**src/rtl/rgb_pkg.sv**
```systemverilog
// Shared types and constants for the RGB frame controller: commands, FSM states,
// reject codes, the captured frame record and the checksum/step helpers.
package rgb_pkg;

   localparam logic [7:0] CMD_SET  = 8'h01;
   localparam logic [7:0] CMD_FADE = 8'h02;
   localparam logic [7:0] CMD_OFF  = 8'h03;

   typedef enum logic [1:0] {
      ST_IDLE  = 2'd0,
      ST_CHECK = 2'd1,
      ST_APPLY = 2'd2,
      ST_FADE  = 2'd3
   } state_e;

   typedef enum logic [1:0] {
      ERR_NONE = 2'd0,
      ERR_CHK  = 2'd1,
      ERR_LEN  = 2'd2,
      ERR_CMD  = 2'd3
   } err_e;

   typedef struct packed {
      logic [7:0] cmd;
      logic [7:0] len;
      logic [7:0] r;
      logic [7:0] g;
      logic [7:0] b;
      logic [7:0] chk;
   } frame_t;

   // Packed colour triple, element 0 = red, 1 = green, 2 = blue.
   typedef logic [2:0][7:0] rgb_t;

   function automatic logic [7:0] frame_xor(input frame_t f);
      return f.cmd ^ f.len ^ f.r ^ f.g ^ f.b;
   endfunction

   // Rejection reasons are tested in priority order: checksum, length, command.
   function automatic err_e frame_check(input frame_t f, input logic [7:0] exp_len);
      if (f.chk != frame_xor(f)) return ERR_CHK;
      if (f.len != exp_len) return ERR_LEN;
      if (!(f.cmd inside {CMD_SET, CMD_FADE, CMD_OFF})) return ERR_CMD;
      return ERR_NONE;
   endfunction

   function automatic logic [7:0] step_toward(input logic [7:0] cur, input logic [7:0] tgt);
      if (cur < tgt) return cur + 8'd1;
      if (cur > tgt) return cur - 8'd1;
      return cur;
   endfunction

endpackage

```
**src/rtl/rgb_pwm_ch.sv**
```systemverilog
// Single PWM channel: output is high while the shared counter is below the level.
module rgb_pwm_ch (
   input  logic [7:0] level_i,
   input  logic [7:0] cnt_i,
   output logic       pwm_o
);

   assign pwm_o = (cnt_i < level_i);

endmodule

```
**src/rtl/rgb_frame_ctrl.sv**
```systemverilog
// Frame controller behind the RGB serial receiver: checks frames, runs SET/FADE/OFF.
// Optional 3-channel PWM output is built when RGB_PWM_EN is defined.
module rgb_frame_ctrl
   import rgb_pkg::*;
#(
   parameter int unsigned STEP_DIV = 1000,
   parameter logic [7:0]  EXP_LEN  = 8'd3
) (
   input  logic       clk,
   input  logic       reset,
   input  logic       frm_valid,
   input  logic [7:0] frm_cmd,
   input  logic [7:0] frm_len,
   input  logic [7:0] frm_r,
   input  logic [7:0] frm_g,
   input  logic [7:0] frm_b,
   input  logic [7:0] frm_chk,
   output logic [7:0] led_r,
   output logic [7:0] led_g,
   output logic [7:0] led_b,
   output logic       frame_ok,
   output logic       frame_err,
   output logic [1:0] err_code,
   output logic       fade_done,
   output logic       busy,
   output logic       rx_ovf,
   output logic [1:0] state,
   output logic       pwm_r,
   output logic       pwm_g,
   output logic       pwm_b
);

   localparam int CNT_W = (STEP_DIV > 1) ? $clog2(STEP_DIV) : 1;
   localparam logic [CNT_W-1:0] STEP_LAST = CNT_W'(STEP_DIV - 1);

   state_e           state_q, state_d;
   frame_t           slot_q, slot_d;
   logic             slot_full_q, slot_full_d;
   frame_t           work_q, work_d;
   rgb_t             led_q, led_d;
   rgb_t             tgt_q, tgt_d;
   logic [CNT_W-1:0] step_cnt_q, step_cnt_d;
   logic             frame_ok_q, frame_ok_d;
   logic             frame_err_q, frame_err_d;
   logic [1:0]       err_code_q, err_code_d;
   logic             fade_done_q, fade_done_d;
   logic             rx_ovf_q, rx_ovf_d;

   frame_t frm_in;
   err_e   chk_res;
   rgb_t   led_step;
   logic   slot_pop;

   assign frm_in = '{cmd: frm_cmd, len: frm_len, r: frm_r, g: frm_g, b: frm_b, chk: frm_chk};

   always_comb begin
      state_d     = state_q;
      slot_d      = slot_q;
      slot_full_d = slot_full_q;
      work_d      = work_q;
      led_d       = led_q;
      tgt_d       = tgt_q;
      step_cnt_d  = step_cnt_q;
      frame_ok_d  = 1'b0;
      frame_err_d = 1'b0;
      err_code_d  = err_code_q;
      fade_done_d = 1'b0;
      rx_ovf_d    = rx_ovf_q;
      slot_pop    = 1'b0;
      chk_res     = frame_check(work_q, EXP_LEN);
      for (int i = 0; i < 3; i++) begin
         led_step[i] = step_toward(led_q[i], tgt_q[i]);
      end

      case (state_q)
         ST_IDLE: begin
            if (slot_full_q) begin
               state_d  = ST_CHECK;
               work_d   = slot_q;
               slot_pop = 1'b1;
            end
         end
         ST_CHECK: begin
            if (chk_res != ERR_NONE) begin
               state_d     = ST_IDLE;
               frame_err_d = 1'b1;
               err_code_d  = chk_res;
            end else begin
               state_d = ST_APPLY;
            end
         end
         ST_APPLY: begin
            frame_ok_d = 1'b1;
            state_d    = ST_IDLE;
            case (work_q.cmd)
               CMD_SET: led_d = {work_q.b, work_q.g, work_q.r};
               CMD_OFF: led_d = '0;
               CMD_FADE: begin
                  tgt_d      = {work_q.b, work_q.g, work_q.r};
                  step_cnt_d = '0;
                  state_d    = ST_FADE;
               end
               default: ;
            endcase
         end
         ST_FADE: begin
            // A waiting frame pre-empts the fade; the LEDs freeze where they are.
            if (slot_full_q) begin
               state_d  = ST_CHECK;
               work_d   = slot_q;
               slot_pop = 1'b1;
            end else if (step_cnt_q == STEP_LAST) begin
               step_cnt_d = '0;
               led_d      = led_step;
               if (led_step == tgt_q) begin
                  state_d     = ST_IDLE;
                  fade_done_d = 1'b1;
               end
            end else begin
               step_cnt_d = step_cnt_q + CNT_W'(1);
            end
         end
         default: state_d = ST_IDLE;
      endcase

      // The slot can be drained and refilled on the same edge.
      if (slot_pop) slot_full_d = 1'b0;
      if (frm_valid) begin
         if (!slot_full_q || slot_pop) begin
            slot_d      = frm_in;
            slot_full_d = 1'b1;
         end else begin
            rx_ovf_d = 1'b1;
         end
      end
   end

   always_ff @(posedge clk or negedge reset) begin
      if (!reset) begin
         state_q     <= ST_IDLE;
         slot_q      <= '0;
         slot_full_q <= 1'b0;
         work_q      <= '0;
         led_q       <= '0;
         tgt_q       <= '0;
         step_cnt_q  <= '0;
         frame_ok_q  <= 1'b0;
         frame_err_q <= 1'b0;
         err_code_q  <= 2'd0;
         fade_done_q <= 1'b0;
         rx_ovf_q    <= 1'b0;
      end else begin
         state_q     <= state_d;
         slot_q      <= slot_d;
         slot_full_q <= slot_full_d;
         work_q      <= work_d;
         led_q       <= led_d;
         tgt_q       <= tgt_d;
         step_cnt_q  <= step_cnt_d;
         frame_ok_q  <= frame_ok_d;
         frame_err_q <= frame_err_d;
         err_code_q  <= err_code_d;
         fade_done_q <= fade_done_d;
         rx_ovf_q    <= rx_ovf_d;
      end
   end

   assign led_r     = led_q[0];
   assign led_g     = led_q[1];
   assign led_b     = led_q[2];
   assign frame_ok  = frame_ok_q;
   assign frame_err = frame_err_q;
   assign err_code  = err_code_q;
   assign fade_done = fade_done_q;
   assign rx_ovf    = rx_ovf_q;
   assign state     = state_q;
   assign busy      = (state_q != ST_IDLE);

`ifdef RGB_PWM_EN
   // Period of 255 lets level 0 mean always off and level 255 always on.
   logic [7:0] pwm_cnt_q;

   always_ff @(posedge clk or negedge reset) begin
      if (!reset) begin
         pwm_cnt_q <= 8'd0;
      end else begin
         pwm_cnt_q <= (pwm_cnt_q == 8'd254) ? 8'd0 : pwm_cnt_q + 8'd1;
      end
   end

   rgb_pwm_ch u_pwm_r (.level_i(led_q[0]), .cnt_i(pwm_cnt_q), .pwm_o(pwm_r));
   rgb_pwm_ch u_pwm_g (.level_i(led_q[1]), .cnt_i(pwm_cnt_q), .pwm_o(pwm_g));
   rgb_pwm_ch u_pwm_b (.level_i(led_q[2]), .cnt_i(pwm_cnt_q), .pwm_o(pwm_b));
`else
   assign pwm_r = 1'b0;
   assign pwm_g = 1'b0;
   assign pwm_b = 1'b0;
`endif

endmodule
```
**config.mk**
```make
export PLATFORM = sky130hd
export DESIGN_NAME = rgb_frame_ctrl
export DESIGN_NICKNAME = d
export VERILOG_FILES = /design/src/rtl/rgb_pkg.sv /design/src/rtl/rgb_pwm_ch.sv /design/src/rtl/rgb_frame_ctrl.sv
export SDC_FILE = /design/constraint.sdc
export NUM_CORES = 1
export LEC_CHECK = 0
export ABC_AREA = 1
export CAP_MARGIN = 10
export CORE_MARGIN = 2
export CORE_UTILIZATION = 60
export CTS_BUF_LIST = sky130_fd_sc_hd__clkbuf_8
export DETAILED_ROUTE_END_ITERATION = 6
export DONT_BUFFER_PORTS = 1
export PLACE_DENSITY = 0.76
export SYNTH_ARGS = -nofsm -noshare
export SYNTH_HDL_FRONTEND = slang
export SYNTH_SLANG_ARGS = --single-unit
```
**constraint.sdc**
```tcl
create_clock -name clk -period 7.1 [get_ports clk]
set_clock_uncertainty 0.15 [all_clocks]
set_input_delay 0.355 -clock clk [delete_from_list [all_inputs] [get_ports clk]]
set_output_delay 0.355 -clock clk [all_outputs]
set_load 0.05 [all_outputs]
```
; ---- Yosys cells after proc, flatten, opt, wreduce, memory -nomap -nowiden
; Cells that the tools add are included.
[op_classes]
n_addsub = 7
n_mul = 0
div_mod_pow = 0
order_cmp = 6
eq_ne = 17
n_shift = 0
mux = 60
n_bitwise = 5
n_reduce_logical = 16
[ops]
columns = cell, n
row1 = 8-bit 2-to-1 mux, 12
row2 = 24-bit one-hot mux with 2 select lines, 2
row3 = 24-bit 2-to-1 mux, 2
row4 = 8-bit bitwise XOR, 4
row5 = 10-bit 2-to-1 mux, 3
row6 = 1-bit 2-to-1 mux, 27
row7 = "8-bit by 1-bit adder with 8-bit output, second input constant", 3
row8 = 24-bit == test, 1
row9 = 8-bit greater-than comparator, 3
row10 = 8-bit less-than comparator, 3
row11 = 2-bit 2-to-1 mux, 12
row12 = "8-bit by 1-bit subtractor with 8-bit output, second input constant", 3
row13 = 10-bit one-hot mux with 2 select lines, 1
row14 = "8-bit by 2-bit == test with 1-bit output, second input constant", 2
row15 = "10-bit by 1-bit adder with 10-bit output, second input constant", 1
row16 = "10-bit == test, second input constant", 1
row17 = 2-bit AND reduction, 5
row18 = "3-bit != test, second input constant", 3
row19 = "8-bit by 1-bit == test with 1-bit output, second input constant", 1
row20 = "2-bit != test, second input constant", 4
row21 = "8-bit by 2-bit != test with 1-bit output, second input constant", 1
row22 = 8-bit != test, 1
row23 = 2-bit one-hot mux with 4 select lines, 1
row24 = 3-bit AND reduction, 2
row25 = other kinds (10), 13
[totals]
register_bits = 163
latchBits = 0
ram_bits = 0
romBits = 0
inputBits = 51
output_inout_bits = 36
mem_count = 0

; ---- Longest topological paths before layout
[logic_depth]
ltp_word = 15
ltp_mapped = 26

; ---- Worst setup path after synthesis
; No wires, ideal clock.
[synth_path]
path_kind = flip-flop to flip-flop
startpoint = register led_q (netlist bit led_g[0])
endpoint = register state_q[0] (netlist: state[0])
setup_ps = 119
t_arrival_ps = 2548
required_time_ps = 6831
path_slack_ps = 4283
stages_incl_launch_ff = 26
period_less_slack_ps = 2817
path_cell_list = dfrtp_1 inv_1 ha_1 inv_1 nand2_1 nand2_1 nand2_1 nand2_1 nand2_4 nand2_4 buf_8 nand2_2 nand2_1 nand2_1 nand2_1 nand2_1 nand2_1 nand2_1 nor2_1 nand2_1 nor2_1 nand2_1 nand2_1 nand2_2 nand3_1 nand2_1
[synth_between]
elab_chain_cells = 8
elab_cells_between_ends = 14
classes_between = 2 x add/sub / 2 x order compare / 2 x eq/ne / 7 x mux / 1 x reduce/logical
[synth_rtl]
columns = element, line_no
row1 = from (decl), rgb_frame_ctrl.sv:40  ; rgb_t led_q, led_d;
row2 = from (signal assigned), rgb_frame_ctrl.sv:157  ; led_q <= led_d;
row3 = 8-bit by 1-bit adder with 8-bit output / 8-bit greater-than comparator (equally long branches), "rgb_pkg.sv:48, rgb_pkg.sv:49"
row4 = 8-bit 2-to-1 mux / 1-bit 2-to-1 mux (equally long branches), "rgb_pkg.sv:48, rgb_pkg.sv:49"
row5 = 8-bit 2-to-1 mux / 1-bit 2-to-1 mux (equally long branches), rgb_pkg.sv:49  ; if (cur > tgt) return cur - 8'd1;
row6 = 8-bit 2-to-1 mux, rgb_pkg.sv:50  ; return cur;
row7 = 8-bit 2-to-1 mux (*), rgb_pkg.sv:49
row8 = 24-bit == test (*), rgb_frame_ctrl.sv:115  ; if (led_step == tgt_q) begin
row9 = 3-bit != test (no source line) (*), --
row10 = 3-bit AND reduction (no source line) (*), --
row11 = to (signal assigned), rgb_frame_ctrl.sv:153  ; state_q <= state_d;
row12 = to (decl), rgb_frame_ctrl.sv:36  ; state_e state_q, state_d;
; Every way passes the cells marked *; elsewhere a longest branch is shown, timed or not. The select of a mux whose other input is x is not followed.
; A chain may end at the register's enable or synchronous reset.

; ---- Final worst setup path
[layout_path]
startpoint = register state_q[0] (netlist: state[0])
endpoint = register led_q (netlist bit led_r[3])
[layout_between]
elab_chain_cells = 3
elab_cells_between_ends = 8
classes_between = 5 x eq/ne / 1 x mux / 2 x reduce/logical
[layout_rtl]
columns = element, line_no
row1 = 2-bit == test, rgb_frame_ctrl.sv:75  ; case (state_q)
row2 = 3-bit != test (no source line) (tied with other cells), --
row3 = 4-bit AND reduction (no source line), --
; Several ways; a longest one is shown, not always the timed one.

==> metrics <==
normalized max-slew margin=between 20% and 30%; #FFs+latches synth=roughly 160; post-synthesis cell type with the largest combined area=dfrtp_1; number of diodes=0; sequential area share after synthesis=44.23%; number of synthesized flops with an enable pin=0; NumNets Final=between 1000 and 1500; Post-Route WL=22.97 mm; die height=128.0 µm; CP startpoint kind=flop; WL/cell=roughly 17 µm; Placement Rows=45; P&R area growth vs syn=10.89%; number of hold violations in the final report=0; area of the die=16380 µm²; Post-Syn Area=just over 9000 µm²; total power=just over 3 mW; RSZ-0062 raised after global routing=false; Yosys Warn Count=0; synth top area cells=dfrtp_1 44%, nand2_1 9.9%, inv_1 5.9%; design area=10230 µm²; Top FF cell, synth=dfrtp_1; Final period util=52.42%; placed cells=1292; global route total overflow=0; # Max-Cap Violations=0; Inserted Clock Buffers=17; stages on the worst setup path=4; fraction of registers with async set or reset after synthesis=between 90% and 100%; H-Tree Depth=4; I/O pin cnt=a little under 90; GP Congestion=0.9508; largest net degree at the start of global routing=164; top post-synthesis cells by count=244 x nand2_1, 163 x dfrtp_1, 145 x inv_1, 98 x nand3_1, 91 x nor2_1; Clock Sinks=163; CTS tree=yes; fmax=~270 MHz; P_leak=4.956 nW; Setup Viol. Count Final=0; CP endpoint kind=flop; post-route ant nets=0; area share of the largest cell type after synthesis=44.23%; Worst-Skew Late Latency=0.46 ns; Clock Path Buffers=2; WP data required=7.28 ns; crit-path max cell delay=about 1.1 ns; Hold Path Depth=2; Power Density=a little over 300 nW/µm²; port bufs=0; worst hold path type=flop to flop; Via density=roughly 5.6; Yosys cell types=48; All-Layer GR Usage=between 20 and 30%; Worst Path Arrival=between 3 and 4 ns; post-CTS resize count=0; dpl hpwl=approximately 16 mm; clock root cell=clkbuf_8; antenna violations before repair=0; via count=7684; R2R depth=4; DRC Markers=0; drt initial violations=approximately 670; CP top delay family=buffers and inverters; Gate Count Post-Synth=roughly 1100; starting density of the core=61.12%; Bufs and invs on worst path=1; clock-pin transition on the worst setup and hold timing paths=0.09 ns; final cell count without fillers=roughly 1400; count leader, synth=nand2_1; Setup TNS=0 ns; Core ar.=approximately 15000 µm²; share of cells above drive strength 1=8.685%; post-route setup slack=approximately 3.4 ns; CP Cell Sequence=ha_1 -> clkinv_1 -> a31oi_1 -> a22oi_1; largest vdd supply drop=0.0002397 V; WS Path Type=flop to flop; pre-CTS WS=between 3 and 4 ns; Tightest Pin Transition=around 1.2 ns; Avg Inst Size Synth=8.104 µm²; Layout Utilization=67.78%; Max Slew Vio Count=0; critical path fanouts, max=28; dpl cell area=approximately 9300 µm²; TritonRoute pass-1 iters=5; Tmin final=roughly 3.7 ns; Die Wd=approximately 130 µm; number of global-route vias before repair=7420; first-pass GRT wire length=around 38 mm; outcome=complete, no violations; WHS=about 0.34 ns; CP max stage cell=clkinv_1
-- what timing repair did --
item / in CTS / in global routing
endpoints found under the hold margin: 213 / 0
hold buffers: 51 / 0
buffers inserted: 0 / 0
-- registers in the layout (all words and copies together) (netlist names) --
signal	count
slot_q	48
fade_done	1
slot_full_q	1
err_code	2
work_q	48
frame_ok	1
state	2
frame_err	1
step_cnt_q	10
led_b	8
led_g	8
led_r	8
tgt_q	24
rx_ovf	1
-- worst paths after layout --
path	startpoint	endpoint	slack (ns)
setup / recovery	state[0]$_DFFE_PN0P_	led_r[3]$_DFFE_PN0P_	3.38
hold / removal	work_q[9]$_DFFE_PN0P_	work_q[9]$_DFFE_PN0P_	0.34
setup reg to reg	state[0]$_DFFE_PN0P_	led_r[3]$_DFFE_PN0P_	3.38
hold reg to reg	work_q[9]$_DFFE_PN0P_	work_q[9]$_DFFE_PN0P_	0.34
max in group asynchronous	reset	state[1]$_DFFE_PN0P_	5.78
min in group asynchronous	reset	slot_q[30]$_DFFE_PN0P_	0.40
-- worst register-to-register path, delay by kind of cell, from the launching register on --
| family | cells | cell delay [ns] |
|---|---|---|
| AOI/OAI and AO/OA | 2 | 0.57 |
| adders and majority gates | 1 | 1.05 |
| buffers and inverters | 1 | 1.11 |
| DFF | 1 | 0.73 |
-- per-layer routing --
layer | routed length (µm) | global-route usage, %
met5 | 0 | 0
met4 | 610 | 10.60
met3 | 1573 | 5.467
met2 | 10630 | 47.44
met1 | 10150 | 40.89
-- report_power, final --
part	internal (mW)	switching [mW]
registers	1.20	0.273
logic	0.408	0.549
clock network	0.319	0.350
total	1.92	1.17
-- layout by cell type (no fill, tap or decap), types with 12 or more instances in the layout --
cell type / n
a22oi_1: 22
clkbuf_8: 18
xnor2_1: 25
nand3_1: 98
xor2_1: 16
nor3_1: 12
mux2_2: 22
nand2_1: 243
a31oi_1: 22
ha_1: 36
dfrtp_1: 163
a21oi_1: 62
dlygate4sd3_1: 50
nand2_2: 15
o21ai_0: 60
inv_1: 145
nor2_1: 91
-- kinds of logic after synthesis --
| kind of cell | share of synthesized area [%] |
|---|---|
| AO/OA/AOI/OAI | 11.46 |
| XOR/XNOR | 4.070 |
| adder cells (fa/ha/maj) | 4.884 |
| buffers and inverters | 8.018 |
| flip-flops | 44.23 |
| multiplexers | 2.686 |
| other | 0.04066 |
| AND/OR/NAND/NOR | 24.61 |
-- layout make-up --
class                      count  area (µm²)
sequential                   163        4079
inverter                     149       559.3
clock buffer                  18       247.7
timing repair buffer          55       558.0
multi-input combinational    788        4414
tap                          188       235.2
clock inverter                13       133.9
fill                        1243        4862
Power figures use the tool's default switching activity.
